===== src/rtl/muxn_arb.sv =====
// muxn_arb: N-channel, W-bit stream multiplexer with valid/ready handshakes.
// Supports a fixed software select and round-robin arbitration. The output
// stage is a single-entry register that can drain and reload in one cycle.
module muxn_arb #(
  parameter int NCH = 4,
  parameter int W   = 8,
  parameter int SW  = $clog2(NCH)
) (
  input  logic              clk,
  input  logic              rst_n,
  input  logic [NCH*W-1:0]  din,
  input  logic [NCH-1:0]    din_valid,
  output logic [NCH-1:0]    din_ready,
  input  logic              mode,
  input  logic [SW-1:0]     sel,
  output logic [W-1:0]      dout,
  output logic              dout_valid,
  input  logic              dout_ready,
  output logic [SW-1:0]     dout_ch
);

  logic [W-1:0]   dout_q, dout_d;
  logic           dout_valid_q, dout_valid_d;
  logic [SW-1:0]  dout_ch_q, dout_ch_d;
  logic [SW-1:0]  last_grant_q, last_grant_d;

  logic           grant_valid_s;
  logic [SW-1:0]  grant_s;
  logic [W-1:0]   sel_data_s;
  logic           load_en_s;
  logic           xfer_s;
  logic [NCH-1:0] din_ready_s;

  // Grant selection: fixed channel in mode 0, rotating priority after
  // last_grant in mode 1. The second round-robin pass handles the wrap:
  // it only hits when nothing above last_grant is requesting, so the lowest
  // valid index is the next one in rotation order.
  always_comb begin
    grant_valid_s = 1'b0;
    grant_s       = {SW{1'b0}};
    if (mode == 1'b0) begin
      for (int i = 0; i < NCH; i++) begin
        if (!grant_valid_s && din_valid[i] && (sel == SW'(i))) begin
          grant_valid_s = 1'b1;
          grant_s       = SW'(i);
        end else begin
          grant_valid_s = grant_valid_s;
        end
      end
    end else begin
      for (int i = 0; i < NCH; i++) begin
        if (!grant_valid_s && din_valid[i] && (SW'(i) > last_grant_q)) begin
          grant_valid_s = 1'b1;
          grant_s       = SW'(i);
        end else begin
          grant_valid_s = grant_valid_s;
        end
      end
      for (int i = 0; i < NCH; i++) begin
        if (!grant_valid_s && din_valid[i]) begin
          grant_valid_s = 1'b1;
          grant_s       = SW'(i);
        end else begin
          grant_valid_s = grant_valid_s;
        end
      end
    end
  end

  // Data mux for the granted channel, plus per-channel accept. Accepts are
  // gated with rst_n so nothing is handshaked while reset is held.
  always_comb begin
    sel_data_s  = {W{1'b0}};
    load_en_s   = ~dout_valid_q | dout_ready;
    xfer_s      = load_en_s & grant_valid_s;
    din_ready_s = {NCH{1'b0}};
    for (int i = 0; i < NCH; i++) begin
      if (grant_s == SW'(i)) begin
        sel_data_s = din[i*W +: W];
      end else begin
        sel_data_s = sel_data_s;
      end
      din_ready_s[i] = rst_n & xfer_s & (grant_s == SW'(i));
    end
  end

  // Next state of the output register and the round-robin pointer.
  always_comb begin
    dout_d       = dout_q;
    dout_valid_d = dout_valid_q;
    dout_ch_d    = dout_ch_q;
    last_grant_d = last_grant_q;
    if (xfer_s) begin
      dout_d       = sel_data_s;
      dout_ch_d    = grant_s;
      dout_valid_d = 1'b1;
      if (mode == 1'b1) begin
        last_grant_d = grant_s;
      end else begin
        last_grant_d = last_grant_q;
      end
    end else if (load_en_s) begin
      dout_valid_d = 1'b0;
    end else begin
      dout_valid_d = dout_valid_q;
    end
  end

  // State registers; reset leaves channel 0 with first round-robin priority.
  always_ff @(posedge clk or negedge rst_n) begin
    if (!rst_n) begin
      dout_q       <= {W{1'b0}};
      dout_valid_q <= 1'b0;
      dout_ch_q    <= {SW{1'b0}};
      last_grant_q <= SW'(NCH - 1);
    end else begin
      dout_q       <= dout_d;
      dout_valid_q <= dout_valid_d;
      dout_ch_q    <= dout_ch_d;
      last_grant_q <= last_grant_d;
    end
  end

  assign din_ready  = din_ready_s;
  assign dout       = dout_q;
  assign dout_valid = dout_valid_q;
  assign dout_ch    = dout_ch_q;

endmodule


===== config.mk =====
export PLATFORM = sky130hd
export DESIGN_NAME = muxn_arb
export DESIGN_NICKNAME = d
export VERILOG_FILES = /design/src/rtl/muxn_arb.sv
export SDC_FILE = /design/constraint.sdc
export NUM_CORES = 1
export LEC_CHECK = 0
export CORE_MARGIN = 8
export CORE_UTILIZATION = 37
export CTS_CLUSTER_DIAMETER = 80
export DETAILED_ROUTE_END_ITERATION = 10
export PLACE_DENSITY = 0.78
export SLEW_MARGIN = 25
export SYNTH_ARGS = -nofsm -noshare
export SYNTH_HDL_FRONTEND = slang
export SYNTH_SLANG_ARGS = --single-unit

===== constraint.sdc =====
create_clock -name clk -period 2.4 [get_ports clk]
set_clock_uncertainty 0.05 [all_clocks]
set_input_delay 0.48 -clock clk [delete_from_list [all_inputs] [get_ports clk]]
set_output_delay 0.48 -clock clk [all_outputs]
set_load 0.02 [all_outputs]

==> impl_metrics.json, run 1 <==
{
  "status": "finished, final reports clean",
  "synth_adder_area_share_pct": 0,
  "synth_compound_area_share_pct": 13.9,
  "yosys.area_share.simple_pct": 20.4,
  "syn_area_um2": 980,
  "ys_async_sr_fraction_pct": 100,
  "place_ws_ns": -0.683,
  "worstSkewPairLatency_ns": 0.27,
  "maxSlewViolCount": 0,
  "ir_worst_vdd_uv": 812,
  "worstPathMaxFanout": 5,
  "synth_cell_type_count": 38,
  "syn_inst": 97,
  "clk_pin_slew_ns": 0.07,
  "hold_path_class": "reg -> reg",
  "nets": 213,
  "critPathCapture": "din_ready[2]",
  "synth_top_family_by_area": "multiplexers",
  "grt_max_degree": 18,
  "syn2layout_area_growth_pct": 71.4,
  "drv_cap": 0,
  "start_util_pct": 39.2,
  "crit_start": "din_valid[1]",
  "synth_flop_cell": "dfrtp_1",
  "setup_viol": 0,
  "p_total_w": 0.00126,
  "cp_cell_sequence": "buf_2, or4_4, mux2i_4, nor2_4, nand3b_1, nor2_1, buf_4",
  "yosys.area_share.xor_xnor_pct": 0.894,
  "drt_iter0_drc": 34,
  "syn_avg_cell_area_um2": 10.1,
  "whs_ns": 0.443,
  "critPathArrivalTime_ns": 1.77,
  "r2r-end": "dout[1]",
  "synth_edf_count": 0,
  "gr-usage-all-layers_pct": 15.0,
  "p_per_area_nw_per_um2": 752,
  "drtPass1Iterations": 4,
  "leakage_nw": 0.759,
  "rsz0062_at_grt": "false",
  "finalHoldViolCount": 0,
  "num_rows": 18,
  "hold_path_depth": 2,
  "floorplan.die_area_um2": 4550,
  "wl_per_cell_um": 17.6,
  "diodes": 0,
  "dp.cells": 195,
  "tns_ns": 0,
  "layout_common_cells": "clkdlybuf4s50_1 (45), buf_4 (21), mux2i_1 (17)",
  "reg2reg_depth": 7,
  "r2r_slack_ns": 0.33,
  "worst_pin_slew_ns": 0.308,
  "finalCriticalPeriod_ns": 2.30,
  "grt_pass1_wl_um": 5240,
  "antenna_found_initial": 0,
  "yosysSeqAreaShare_pct": 33.5,
  "synth-seq-cells": 13,
  "h-tree-depth": 1,
  "grt_pass1_vias": 1148,
  "crit_required_ns": 1.87,
  "io_pins": 57,
  "yosysWarnings": 0,
  "cts_tree": "done",
  "cp-end-kind": "primary output",
  "layout-drive-gt1-share_pct": 27.1,
  "max_freq_mhz": 434,
  "clk_path_buf_depth": 2,
  "dr_total_vias": 1044,
  "core_um2": 2500,
  "critical_path_class": "in -> out",
  "routed_wl_um": 3510,
  "finalNonFillerCells": 200,
  "relSlewSlack_pct": 79.4,
  "die_w_um": 67.5,
  "grt-ovfl-total": 0,
  "critPathMaxStageDelay_ns": 0.55,
  "synth_mux_area_share_pct": 25.4,
  "vias_per_cell": 5.22,
  "worstReg2RegStart": "last_grant_q[0]",
  "ant_nets": 0,
  "numCtsBuffers": 3,
  "final_common_cell": "clkdlybuf4s50_1",
  "timing.final.ws_setup_ns": 0.0982,
  "drc": 0,
  "startpoint_type": "input port",
  "io_buffers": 56,
  "cts_sinks": 13,
  "place.gp.congestion": 0.788,
  "synth_nets": 139,
  "cts_hold_buf": 0,
  "cp_slowest_cell": "or4_4",
  "clock-root-buffer": "clkbuf_4",
  "die_h_um": 67.5,
  "dpl.hpwl_um": 2860,
  "min_period_over_period_pct": 95.9
}
==> timing repair <==
item	4_1_cts	5_1_grt
gates resized for setup	35	9
cloned	0	0
setup buffers	1	0
pin swaps	2	0
setup endpoints to repair	4	4
==> flip-flops by register name (all words and copies together) (netlist names) <==
signal        count
dout              8
dout_ch           2
last_grant_q      2
dout_valid        1
==> cell families after synthesis <==
| logic type | Yosys count |
|---|---|
| xor+xnor | 1 |
| compound gates | 18 |
| flops | 13 |
| buf+inv | 6 |
| mux | 22 |
| simple gates | 37 |
==> report_power, final <==
part	internal [W]	switching [W]	total (W)
combinational	0.000396	0.000359	0.000755
sequential	0.000312	0.0000641	0.000376
clock	0.0000644	0.0000667	0.000131
==> cell usage after synthesis, types with 2 or more instances <==
master / n / area, um2
mux2i_1: 17 / 170
nand2_1: 14 / 52.6
dfrtp_1: 11 / 275
o221ai_1: 8 / 70.1
nor2_1: 7 / 26.3
nand2_2: 3 / 18.8
buf_8: 2 / 30.0
dfstp_2: 2 / 52.6
mux2_1: 2 / 22.5
nor2b_1: 2 / 12.5
o21ai_0: 2 / 10.0
==> worst min-delay path by stage <==
| stage | start | to | slack (ns) |
|---|---|---|---|
| finish | dout[7] | dout[7] | 0.44 |
| global route | dout[4] | dout[4] | 0.47 |
| CTS | dout[7] | dout[7] | 0.45 |
| detailed placement | dout_ch[1] | dout_ch[1] | 0.43 |
| global placement | dout_ch[0] | dout_ch[0] | 0.41 |
| floorplan | rst_n | dout[0] | 0.13 |
==> per-layer routing <==
| layer | global-route usage (%) | part of all wire (%) | vias up |
|---|---|---|---|
| met2 | 29.3 | 59 | 27 |
| met1 | 15.4 | 35 | 508 |
| met4 | 2.35 | 0.31 | 0 |
| li1 | - | - | 506 |
| met3 | 4.64 | 5.9 | 3 |
| met5 | 0 | 0 | - |
==> through the flow <==
stage                     util (%)  instance area, um2
after floorplan                  -                 980
after global placement        66.3                1660
after detailed placement      66.3                1660
after CTS                     67.9                1700
after global routing          67.2                1680
final                         67.2                1680
==> worst max-delay path, delay by kind of cell <==
family	cells	cell delay, ns
AND/OR/NAND/NOR	4	0.79
buffers and inverters	2	0.31
multiplexers	1	0.19
==> cell type report <==
class                      instances  area [um2]
fill                             207         821
timing repair buffer              74         662
multi-input combinational         78         622
sequential                        13         328
tap                               30        37.5
clock buffer                       4        26.3
inverter                           1        3.75
Note: power is estimated with default switching activity, not from simulation.
==> run 2: changes to the inputs <==
--- a/config.mk
+++ b/config.mk
@@ -9,7 +9,7 @@
 export CORE_UTILIZATION = 37
 export CTS_CLUSTER_DIAMETER = 80
 export DETAILED_ROUTE_END_ITERATION = 10
-export PLACE_DENSITY = 0.78
+export PLACE_DENSITY = 0.79
 export SLEW_MARGIN = 25
 export SYNTH_ARGS = -nofsm -noshare
 export SYNTH_HDL_FRONTEND = slang
==> run 2 against run 1 <==
- clock power increased by 3%
- clock-buffer cell count unchanged
- worst setup slack got worse by 0.043 ns
- critical path depth decreased by 1
- sequential power increased by 1%
- via count increased by 1.9%
- global-route usage increased by 0.73 points
- non-clock buffer count decreased by 2
- cell count decreased by 1.0%
- die area unchanged
- fmax decreased by 1.8%
==> impl_metrics.json, run 2 (same netlist as run 1, synthesis figures left out) <==
{
  "final_common_cell": "clkdlybuf4s50_1",
  "largest_reg_flops": 8,
  "grt_pass1_wl_um": 5620,
  "die_h_um": 67.5,
  "setup_viol": 0,
  "critical_path_class": "reg -> out",
  "floorplan.die_area_um2": 4550,
  "cp_top_family": "simple AND/OR/NAND/NOR gates",
  "place_ws_ns": -0.731,
  "p_int_w": 0.000766,
  "fill_cells": 210,
  "power_frac_comb_pct": 59.0,
  "ff_latch_area_um2": 328,
  "vias_per_cell": 5.37,
  "dp.cells": 192,
  "core_um2": 2500,
  "io_buffers": 56,
  "drv_cap": 0,
  "wl_per_cell_um": 17.5,
  "diodes": 0,
  "nets": 211,
  "drc": 0,
  "num_rows": 18,
  "p_seq_share_pct": 30.3,
  "routed_wl_um": 3460,
  "clk_pin_slew_ns": 0.08,
  "antenna_found_initial": 0,
  "critPathArrivalTime_ns": 1.81,
  "switching_share_pct": 39.1,
  "ir_worst_vdd_uv": 756,
  "crit_required_ns": 1.87,
  "critPathBufInv": 1,
  "finalCriticalPeriod_ns": 2.34,
  "p_per_area_nw_per_um2": 758,
  "layout_common_cells": "clkdlybuf4s50_1 (45), buf_4 (18), mux2i_1 (17)",
  "cts_tree": "done",
  "p_sw_w": 0.000491,
  "dpl.hpwl_um": 2830,
  "hold_path_class": "reg -> reg",
  "worstPathMaxFanout": 8,
  "final_util_pct": 66.3,
  "finalInstanceArea_um2": 1660,
  "timing.final.ws_setup_ns": 0.0553,
  "drt_iter0_drc": 50,
  "cp_slowest_cell": "dfstp_2",
  "numCtsBuffers": 3,
  "die_w_um": 67.5,
  "leakage_nw": 0.748,
  "place.gp.congestion": 0.781,
  "clockPowerShare_pct": 10.7,
  "cts_sinks": 13,
  "cp-end-kind": "primary output",
  "cp_cell_sequence": "nand2_2, nor4bb_4, nor3_2, nand3_1, nor2_1, buf_4",
  "io_pins": 57,
  "grt-ovfl-total": 0,
  "clock-root-buffer": "clkbuf_4",
  "multi_input_area_um2": 624,
  "ant_nets": 0,
  "layout-drive-gt1-share_pct": 26.8,
  "p_total_w": 0.00126,
  "worstSkewPairLatency_ns": 0.27,
  "critPathMaxStageDelay_ns": 0.61,
  "worst_pin_slew_ns": 0.309,
  "maxSlewViolCount": 0,
  "dr_total_vias": 1064,
  "postPlaceCellArea_um2": 1630,
  "status": "finished, final reports clean",
  "min_period_over_period_pct": 97.7,
  "start_util_pct": 39.2,
  "max_freq_mhz": 426,
  "h-tree-depth": 1,
  "clk_path_buf_depth": 2,
  "grt_pass1_vias": 1150,
  "drtPass1Iterations": 4,
  "grt_max_degree": 18,
  "relSlewSlack_pct": 79.3,
  "syn2layout_area_growth_pct": 69.2,
  "finalNonFillerCells": 198,
  "gr-usage-all-layers_pct": 15.7,
  "finalHoldViolCount": 0,
  "startpoint_type": "flip-flop"
}
run 2: through the flow:
stage          setup TNS, ns  hold WS [ns]
3_3_place_gp           -3.37         0.411
4_1_cts                    0         0.435
3_5_place_dp           -4.37         0.415
2_1_floorplan              0         0.134
5_1_grt              -0.0198         0.472
6_report                   0         0.429
run 2: tightest hold or removal path, delay by kind of cell, from the launching register on:
kind / cells / cell delay (ns)
DFF: 1 / 0.34
and+or+nand+nor: 2 / 0.11
run 2: repair_timing:
action	CTS	global route
pin swaps	1	4
setup endpoints to repair	4	4
resized for setup	34	11
buffers inserted	1	1
cloned	0	0
hold buffers	0	0
run 2: area by class of cell:
type	count	share of cell area, %
sequential	13	19.8
inverter	1	0.226
timing repair buffer	72	38.5
tap	30	2.26
multi-input combinational	78	37.7
clock buffer	4	1.58
run 2: final timing paths:
kind	from	end	slack, ns	cells after the start
min in group asynchronous	rst_n	dout[0]	0.57	2
max in group asynchronous	rst_n	last_grant_q[0]	1.49	2
hold / removal	dout_ch[0]	dout_ch[0]	0.43	2
setup / recovery	last_grant_q[1]	din_ready[0]	0.06	6
setup reg to reg	last_grant_q[1]	dout[1]	0.22	8
hold reg to reg	dout_ch[0]	dout_ch[0]	0.43	2
run 2: metal layers:
layer	track usage (%)	up-vias	wire, um
met4	0.783	0	0
met3	5.63	0	221
met2	30.0	32	2000
met1	16.8	526	1240
li1	-	506	-
met5	0	-	0
run 2: power by group through the flow:
stage	Clock (W)	Sequential [W]	Combinational (W)
floorplan	0	0.000438	0.000373
finish	0.000135	0.000381	0.000741
global placement	0	0.000375	0.000700
global route	0.000144	0.000395	0.000802
CTS	0.000137	0.000378	0.000730
detailed placement	0	0.000383	0.000721
